$ cat src/rtl/apb_req_master_if.sv
// rtl/apb_req_master_if.sv - request/response port and APB4 master bus bundle
interface apb_req_master_if #(
    parameter int ADDR_WIDTH = 32,
    parameter int DATA_WIDTH = 32
);
    localparam int STRB_WIDTH = (DATA_WIDTH + 7) / 8;

    logic                  req_valid;
    logic                  req_ready;
    logic [ADDR_WIDTH-1:0] req_addr;
    logic                  req_write;
    logic [DATA_WIDTH-1:0] req_wdata;
    logic [STRB_WIDTH-1:0] req_strb;
    logic [2:0]            req_prot;
    logic                  rsp_valid;
    logic                  rsp_ready;
    logic [DATA_WIDTH-1:0] rsp_rdata;
    logic                  rsp_slverr;
    logic [ADDR_WIDTH-1:0] paddr;
    logic [2:0]            pprot;
    logic                  psel;
    logic                  penable;
    logic                  pwrite;
    logic [DATA_WIDTH-1:0] pwdata;
    logic [STRB_WIDTH-1:0] pstrb;
    logic                  pready;
    logic [DATA_WIDTH-1:0] prdata;
    logic                  pslverr;

    modport master (
        input  req_valid, req_addr, req_write, req_wdata, req_strb, req_prot,
        input  rsp_ready, pready, prdata, pslverr,
        output req_ready, rsp_valid, rsp_rdata, rsp_slverr,
        output paddr, pprot, psel, penable, pwrite, pwdata, pstrb
    );

    modport slave (
        output req_valid, req_addr, req_write, req_wdata, req_strb, req_prot,
        output rsp_ready, pready, prdata, pslverr,
        input  req_ready, rsp_valid, rsp_rdata, rsp_slverr,
        input  paddr, pprot, psel, penable, pwrite, pwdata, pstrb
    );
endinterface

$ cat src/rtl/apb_req_master.sv
// rtl/apb_req_master.sv - valid/ready request to APB4 master bridge, one transfer in flight
// Optional ACCESS-phase timeout enabled by defining APB_MASTER_TIMEOUT_EN.
module apb_req_master #(
    parameter int ADDR_WIDTH     = 32,
    parameter int DATA_WIDTH     = 32,
    parameter int TIMEOUT_CYCLES = 16
) (
    input  logic              clk_i,
    input  logic              rst_i,
    apb_req_master_if.master  bus
);
    localparam int STRB_WIDTH = (DATA_WIDTH + 7) / 8;

    if (TIMEOUT_CYCLES < 1) begin : g_bad_timeout
        $error("TIMEOUT_CYCLES must be >= 1");
    end

    typedef enum logic [1:0] {IDLE, SETUP, ACCESS, RESP} state_t;

    state_t                state_q;
    logic                  req_ready_q;
    logic                  psel_q;
    logic                  penable_q;
    logic                  pwrite_q;
    logic [ADDR_WIDTH-1:0] paddr_q;
    logic [2:0]            pprot_q;
    logic [DATA_WIDTH-1:0] pwdata_q;
    logic [STRB_WIDTH-1:0] pstrb_q;
    logic                  rsp_valid_q;
    logic [DATA_WIDTH-1:0] rsp_rdata_q;
    logic                  rsp_slverr_q;

`ifdef APB_MASTER_TIMEOUT_EN
    localparam int CNT_W = $clog2(TIMEOUT_CYCLES + 1);
    logic [CNT_W-1:0] cnt_q;
    logic             limit_hit;
    // The cycle being sampled is the TIMEOUT_CYCLES-th ACCESS cycle.
    assign limit_hit = (cnt_q == CNT_W'(TIMEOUT_CYCLES - 1));
`endif

    always_ff @(posedge clk_i) begin
        if (rst_i) begin
            state_q      <= IDLE;
            req_ready_q  <= 1'b1;
            psel_q       <= 1'b0;
            penable_q    <= 1'b0;
            pwrite_q     <= 1'b0;
            paddr_q      <= '0;
            pprot_q      <= '0;
            pwdata_q     <= '0;
            pstrb_q      <= '0;
            rsp_valid_q  <= 1'b0;
            rsp_rdata_q  <= '0;
            rsp_slverr_q <= 1'b0;
`ifdef APB_MASTER_TIMEOUT_EN
            cnt_q        <= '0;
`endif
        end else begin
            case (state_q)
                IDLE: begin
                    if (bus.req_valid) begin
                        paddr_q     <= bus.req_addr;
                        pwrite_q    <= bus.req_write;
                        pwdata_q    <= bus.req_wdata;
                        pprot_q     <= bus.req_prot;
                        pstrb_q     <= bus.req_write ? bus.req_strb : '0;
                        req_ready_q <= 1'b0;
                        psel_q      <= 1'b1;
                        state_q     <= SETUP;
                    end
                end
                SETUP: begin
                    penable_q <= 1'b1;
                    state_q   <= ACCESS;
`ifdef APB_MASTER_TIMEOUT_EN
                    cnt_q     <= '0;
`endif
                end
                ACCESS: begin
                    if (bus.pready) begin
                        psel_q       <= 1'b0;
                        penable_q    <= 1'b0;
                        rsp_valid_q  <= 1'b1;
                        rsp_slverr_q <= bus.pslverr;
                        rsp_rdata_q  <= pwrite_q ? '0 : bus.prdata;
                        state_q      <= RESP;
                    end
`ifdef APB_MASTER_TIMEOUT_EN
                    else if (limit_hit) begin
                        psel_q       <= 1'b0;
                        penable_q    <= 1'b0;
                        rsp_valid_q  <= 1'b1;
                        rsp_slverr_q <= 1'b1;
                        rsp_rdata_q  <= '0;
                        state_q      <= RESP;
                    end else begin
                        cnt_q <= cnt_q + CNT_W'(1);
                    end
`endif
                end
                RESP: begin
                    if (bus.rsp_ready) begin
                        rsp_valid_q <= 1'b0;
                        req_ready_q <= 1'b1;
                        state_q     <= IDLE;
                    end
                end
                default: state_q <= IDLE;
            endcase
        end
    end

    assign bus.req_ready  = req_ready_q;
    assign bus.psel       = psel_q;
    assign bus.penable    = penable_q;
    assign bus.pwrite     = pwrite_q;
    assign bus.paddr      = paddr_q;
    assign bus.pprot      = pprot_q;
    assign bus.pwdata     = pwdata_q;
    assign bus.pstrb      = pstrb_q;
    assign bus.rsp_valid  = rsp_valid_q;
    assign bus.rsp_rdata  = rsp_rdata_q;
    assign bus.rsp_slverr = rsp_slverr_q;
endmodule

$ cat src/flat_wrapper.sv
// flat-port wrapper written by rule: the top's interface ports become plain ports
module apb_req_master_flat 
#(
    parameter int ADDR_WIDTH     = 32,
    parameter int DATA_WIDTH     = 32,
    parameter int TIMEOUT_CYCLES = 16
)
  (clk_i, rst_i, bus_req_valid, bus_req_addr, bus_req_write, bus_req_wdata, bus_req_strb, bus_req_prot, bus_rsp_ready, bus_pready, bus_prdata, bus_pslverr, bus_req_ready, bus_rsp_valid, bus_rsp_rdata, bus_rsp_slverr, bus_paddr, bus_pprot, bus_psel, bus_penable, bus_pwrite, bus_pwdata, bus_pstrb);
  apb_req_master_if #(.ADDR_WIDTH(ADDR_WIDTH), .DATA_WIDTH(DATA_WIDTH)) bus_i ();
  input  logic clk_i;
  input  logic rst_i;
  input wire logic [$bits(bus_i.req_valid)-1:0] bus_req_valid;
  input wire logic [$bits(bus_i.req_addr)-1:0] bus_req_addr;
  input wire logic [$bits(bus_i.req_write)-1:0] bus_req_write;
  input wire logic [$bits(bus_i.req_wdata)-1:0] bus_req_wdata;
  input wire logic [$bits(bus_i.req_strb)-1:0] bus_req_strb;
  input wire logic [$bits(bus_i.req_prot)-1:0] bus_req_prot;
  input wire logic [$bits(bus_i.rsp_ready)-1:0] bus_rsp_ready;
  input wire logic [$bits(bus_i.pready)-1:0] bus_pready;
  input wire logic [$bits(bus_i.prdata)-1:0] bus_prdata;
  input wire logic [$bits(bus_i.pslverr)-1:0] bus_pslverr;
  output wire logic [$bits(bus_i.req_ready)-1:0] bus_req_ready;
  output wire logic [$bits(bus_i.rsp_valid)-1:0] bus_rsp_valid;
  output wire logic [$bits(bus_i.rsp_rdata)-1:0] bus_rsp_rdata;
  output wire logic [$bits(bus_i.rsp_slverr)-1:0] bus_rsp_slverr;
  output wire logic [$bits(bus_i.paddr)-1:0] bus_paddr;
  output wire logic [$bits(bus_i.pprot)-1:0] bus_pprot;
  output wire logic [$bits(bus_i.psel)-1:0] bus_psel;
  output wire logic [$bits(bus_i.penable)-1:0] bus_penable;
  output wire logic [$bits(bus_i.pwrite)-1:0] bus_pwrite;
  output wire logic [$bits(bus_i.pwdata)-1:0] bus_pwdata;
  output wire logic [$bits(bus_i.pstrb)-1:0] bus_pstrb;
  assign bus_i.req_valid = bus_req_valid;
  assign bus_i.req_addr = bus_req_addr;
  assign bus_i.req_write = bus_req_write;
  assign bus_i.req_wdata = bus_req_wdata;
  assign bus_i.req_strb = bus_req_strb;
  assign bus_i.req_prot = bus_req_prot;
  assign bus_i.rsp_ready = bus_rsp_ready;
  assign bus_i.pready = bus_pready;
  assign bus_i.prdata = bus_prdata;
  assign bus_i.pslverr = bus_pslverr;
  assign bus_req_ready = bus_i.req_ready;
  assign bus_rsp_valid = bus_i.rsp_valid;
  assign bus_rsp_rdata = bus_i.rsp_rdata;
  assign bus_rsp_slverr = bus_i.rsp_slverr;
  assign bus_paddr = bus_i.paddr;
  assign bus_pprot = bus_i.pprot;
  assign bus_psel = bus_i.psel;
  assign bus_penable = bus_i.penable;
  assign bus_pwrite = bus_i.pwrite;
  assign bus_pwdata = bus_i.pwdata;
  assign bus_pstrb = bus_i.pstrb;
  apb_req_master #(.ADDR_WIDTH(ADDR_WIDTH), .DATA_WIDTH(DATA_WIDTH), .TIMEOUT_CYCLES(TIMEOUT_CYCLES)) u_core (.clk_i(clk_i), .rst_i(rst_i), .bus(bus_i));
endmodule
$ cat config.mk
export PLATFORM = sky130hd
export DESIGN_NAME = apb_req_master_flat
export DESIGN_NICKNAME = d
export VERILOG_FILES = /design/src/rtl/apb_req_master_if.sv /design/src/rtl/apb_req_master.sv /design/src/flat_wrapper.sv
export SDC_FILE = /design/constraint.sdc
export NUM_CORES = 1
export LEC_CHECK = 0
export BUFFER_PORTS_ARGS = -buffer_cell sky130_fd_sc_hd__buf_2
export CAP_MARGIN = 10
export CORE_ASPECT_RATIO = 0.6
export CORE_MARGIN = 5
export CORE_UTILIZATION = 41
export DETAILED_ROUTE_END_ITERATION = 10
export PLACE_DENSITY = 0.83
export SYNTH_ARGS = -nofsm -noshare
export SYNTH_HDL_FRONTEND = slang
export SYNTH_SLANG_ARGS = --single-unit
$ cat constraint.sdc
create_clock -name clk_i -period 1.62 [get_ports clk_i]
set_input_delay 0.243 -clock clk_i [delete_from_list [all_inputs] [get_ports clk_i]]
set_output_delay 0.243 -clock clk_i [all_outputs]
set_load 0.02 [all_outputs]
# Yosys cells after proc, flatten, opt, wreduce, memory -nomap -nowiden
# Cells that the tools add are included.
[op_classes] n_eq_ne=6 mux=16 n_reduce_logical=12
[ops] op="two-way mux 32 bit" n=1
[ops] op="AND reduction 3 bit" n=4
[ops] op="one-hot mux 1 bit (2 select lines)" n=4
[ops] op="one-hot mux 2 bit (4 select lines)" n=1
[ops] op="nonzero test 2 bit" n=4
[ops] op="two-way mux 1 bit" n=6
[ops] op="two-way mux 2 bit" n=3
[ops] op="!= test 2 bit (second input constant)" n=3
[ops] op="AND reduction 2 bit" n=3
[ops] op="equality test 2 bit (second input constant)" n=2
[ops] op="two-way mux 4 bit" n=1
[ops] op="equality test 2 x 1 -> 1 bit (second input constant)" n=1
[ops] op="zero test 2 bit" n=1
[totals] ff_bits=111 input_bits=110 out_inout_bits=109

# Logic depth before layout (Yosys ltp)
[logic_depth] depth_word=3 depth_mapped=7

# Worst setup path after synthesis
# No wires, ideal clock.
[synth_path] path_kind="reg2reg" from="register u_core.state_q[0]" to="register u_core.state_q[0]" setup_ns=0.087 t_arrival_ns=1.460 required_time_ns=1.533 setup_slack_ns=0.073 stages_incl_launch_ff=7 n_path_buf=1 cell_sequence="dfxtp_1 inv_1 ha_1 buf_6 nor2b_4 or4_1 o31ai_1"
[synth_via] elab_chain_cells=3 word_cells_on_any_way=9 cone_classes="eq/ne: 6; mux: 1; reduce/logical: 2"
[synth_lines] item="from (decl)" line_no="apb_req_master.sv:20" source="state_t state_q;"
[synth_lines] item="from (signal assigned)" line_no="apb_req_master.sv:43" source="state_q <= IDLE;"
[synth_lines] item="from (signal assigned)" line_no="apb_req_master.sv:69" source="state_q <= SETUP;"
[synth_lines] item="from (signal assigned)" line_no="apb_req_master.sv:74" source="state_q <= ACCESS;"
[synth_lines] item="equality test 2 bit or zero test 2 bit (tied branches)" line_no="apb_req_master.sv:59" source="case (state_q)"
[synth_lines] item="!= test 2 bit (no line)"
[synth_lines] item="AND reduction 3 bit (no line)"
# Several ways; a longest one is shown, not always the timed one.
# A chain may end at the register's enable or synchronous reset.

# Worst setup path after layout
[layout_path] from="register u_core.state_q[1]" to="register u_core.state_q[0]"
# Same word-level chain as after synthesis.

==> results.json <==
{
  "hold_end": "u_core.bus.pwdata[27]",
  "cts_buffer_depth": 2,
  "grt_max_degree": 58,
  "end_kind": "flip-flop",
  "start_util": 0.423,
  "power_leakage_uw": 0.00261,
  "cp.arrival_ps": 1760,
  "yosys_warnings": 0,
  "fillers": 933,
  "drt-pass1-iter-count": 5,
  "cts_max_level": 3,
  "synth.distinct_cells": 29,
  "cts_tree": "yes",
  "gp_congestion": 0.848,
  "cts_hold_buf": 0,
  "powerDensity_nw_per_um2": 1520,
  "synthToLayoutAreaGrowth_pct": 35.3,
  "drt_wl_total_um": 12600,
  "worstHoldPathType": "in -> reg",
  "synth_compound_area_frac": 0.141,
  "fin_nets": 826,
  "viasPerCell": 5.02,
  "clkTransAtPathRegs_ps": 80,
  "relSlewSlack": 0.753,
  "grt_usage": 0.194,
  "grt_pass1_vias": 4033,
  "drive_gt1_frac": 0.356,
  "port_buffers": 218,
  "core_region_area_um2": 9950,
  "period_share": 0.944,
  "synth-xor-area-share": 0,
  "setup-tns-final_ps": 0,
  "grt_overflow": 0,
  "die_area_um2": 12500,
  "rows": 28,
  "worstHoldPathCells": 3,
  "cts_setup_buffers": 0,
  "synth_seq_cells": 111,
  "synth_mux_area_frac": 0.00743,
  "required_ps": 1850,
  "syn_avg_cell_area_um2": 8.26,
  "fin_crit_ps": 1530,
  "drt_iter0_drc": 236,
  "drv_slew": 0,
  "synthSimpleGateAreaFrac": 0.251,
  "r2r-start": "u_core.state_q[1]",
  "hold_viol_final": 0,
  "ir_drop_mv": 0.909,
  "final.setup_skew_ps": 10.8,
  "reg2reg_setup_slack_ps": 90,
  "die_y_um": 88.5,
  "dpl.hpwl_um": 9240,
  "reg2reg_to": "u_core.state_q[0]",
  "clock_latency_ps": 340,
  "drc": 0,
  "r2r_cells": 5,
  "numCtsBuffers": 9,
  "antenna_found_initial": 1,
  "synth_top_family_by_area": "simple AND/OR/NAND/NOR gates",
  "clockRootBuffer": "clkbuf_16",
  "synth_fa_ha_area_frac": 0.0208,
  "vias": 4269,
  "die_w_um": 141,
  "grt_pass1_wl_um": 19800,
  "drv_cap": 0,
  "synth_seq_area_share": 0.528,
  "final_util": 0.573,
  "postCtsResizedCells": 0,
  "hp-start": "bus_req_wdata[27]",
  "finalSetupViolations": 0,
  "syn_area_um2": 4210,
  "clkSinkCount": 111,
  "rsz0062_at_grt": "no",
  "wl_per_cell_um": 14.8,
  "timing_worst_slew_pin_value_ps": 371,
  "worstSetupPathType": "reg -> reg",
  "outcome": "finished clean",
  "ant_nets": 0,
  "pin_count": 219,
  "path_max_fanout": 6,
  "syn_inst": 510,
  "max_freq_mhz": 654,
  "synthesis.nets": 627,
  "crit_path_start_kind": "flip-flop"
}
layout make-up:
class / instances / area, um2 / area share
multi-input combinational: 354 / 1780 / 0.312
clock inverter: 6 / 52.6 / 0.00922
clock buffer: 10 / 229 / 0.0402
tap: 135 / 169 / 0.0296
timing repair buffer: 229 / 1230 / 0.215
sequential: 111 / 2230 / 0.391
inverter: 4 / 15.0 / 0.00264
antenna: 1 / 2.50 / 0.000439
sequential cells by signal (all words and copies together) (netlist names):
| register | cells |
|---|---|
| u_core.bus.paddr | 32 |
| u_core.bus.pwdata | 32 |
| u_core.bus.rsp_rdata | 32 |
| u_core.bus.pstrb | 4 |
| u_core.bus.pprot | 3 |
| u_core.state_q | 2 |
| u_core.bus.penable | 1 |
| u_core.bus.psel | 1 |
| u_core.bus.pwrite | 1 |
| u_core.bus.req_ready | 1 |
| u_core.bus.rsp_slverr | 1 |
| u_core.bus.rsp_valid | 1 |
through the flow:
| step | worst slack, ps | area (um2) | hold WS, ps | total power (uW) | std cells |
|---|---|---|---|---|---|
| floorplan | 72.8 | 4210 | 379 | 5600 | 510 |
| global placement | 102 | 5410 | 434 | 6480 | 833 |
| detailed placement | 25.8 | 5410 | 441 | 6630 | 833 |
| CTS | 1.98 | 5690 | 123 | 8730 | 849 |
| global route | 20.9 | 5700 | 129 | 9220 | 849 |
| finish | 91.5 | 5700 | 135 | 8670 | 850 |
how the worst max path moves through the flow:
stage                      startpoint                   end  slack, ps  depth (start not counted)
CTS                 u_core.state_q[0]     u_core.state_q[0]          2                          5
detailed placement  u_core.state_q[0]  u_core.bus.req_ready         30                          5
floorplan           u_core.state_q[0]     u_core.state_q[0]         70                          6
global route        u_core.state_q[1]     u_core.state_q[0]         20                          5
global placement    u_core.state_q[1]     u_core.state_q[0]        100                          5
finish              u_core.state_q[1]     u_core.state_q[0]         90                          5
where the power goes:
part	switching, uW	internal (uW)	total (uW)	leakage, uW
registers	261	3220	3480	0.000907
logic	2010	1100	3110	0.00157
clock network	1000	1070	2070	0.000132
total	3270	5400	8670	0.00261
critical path, cell delays in order (launching register included):
cell	delay, ps
dfxtp_4	380
inv_1	80
ha_1	210
nor2b_1	140
or4_1	530
o31ai_1	90
cells in the mapped netlist:
cell type | count | area share
nand3_1 | 5 | 0.0059
o31ai_1 | 1 | 0.0018
nor3_1 | 2 | 0.0024
a31o_2 | 1 | 0.0021
nor2_1 | 2 | 0.0018
buf_6 | 2 | 0.0053
inv_1 | 4 | 0.0036
and2_1 | 1 | 0.0015
clkbuf_1 | 24 | 0.021
o21ai_0 | 2 | 0.0024
nand2_2 | 1 | 0.0015
or4_1 | 1 | 0.0018
a31oi_1 | 1 | 0.0015
nor2b_4 | 1 | 0.0033
a211oi_1 | 1 | 0.0018
nand2_1 | 177 | 0.16
mux2_2 | 1 | 0.0027
buf_4 | 7 | 0.012
or2_2 | 1 | 0.0015
buf_2 | 5 | 0.0059
o21bai_1 | 2 | 0.0036
mux2i_1 | 2 | 0.0048
ha_1 | 7 | 0.021
buf_1 | 3 | 0.0027
nor2b_1 | 3 | 0.0045
nand4b_1 | 32 | 0.067
or3_1 | 2 | 0.0030
dfxtp_1 | 111 | 0.53
a21oi_1 | 108 | 0.13
cells in the final DEF, fill, tap and decap left out, types with 4 or more instances in the layout:
| master | n |
|---|---|
| clkbuf_16 | 9 |
| buf_2 | 217 |
| nand4b_1 | 32 |
| ha_1 | 6 |
| dfxtp_1 | 109 |
| nand2_1 | 177 |
| buf_12 | 4 |
| a21oi_1 | 108 |
| buf_4 | 8 |
| nand3_1 | 5 |
routing by layer:
metal	track usage	vias up	routed length, um
li1	-	2102	-
met1	0.235	1985	5170
met2	0.339	168	6230
met3	0.0621	12	1060
met4	0.0536	2	128
met5	0	-	7
kinds of logic (layout without fill, tap and decap cells):
logic type	count (synthesis)	in the layout
muxes	3	3
other	0	1
DFF	111	111
and+or+nand+nor	228	228
buffers and inverters	45	249
adders and majority gates	7	7
AOI/OAI and AO/OA	116	116
(Power assumes the default switching activity.)
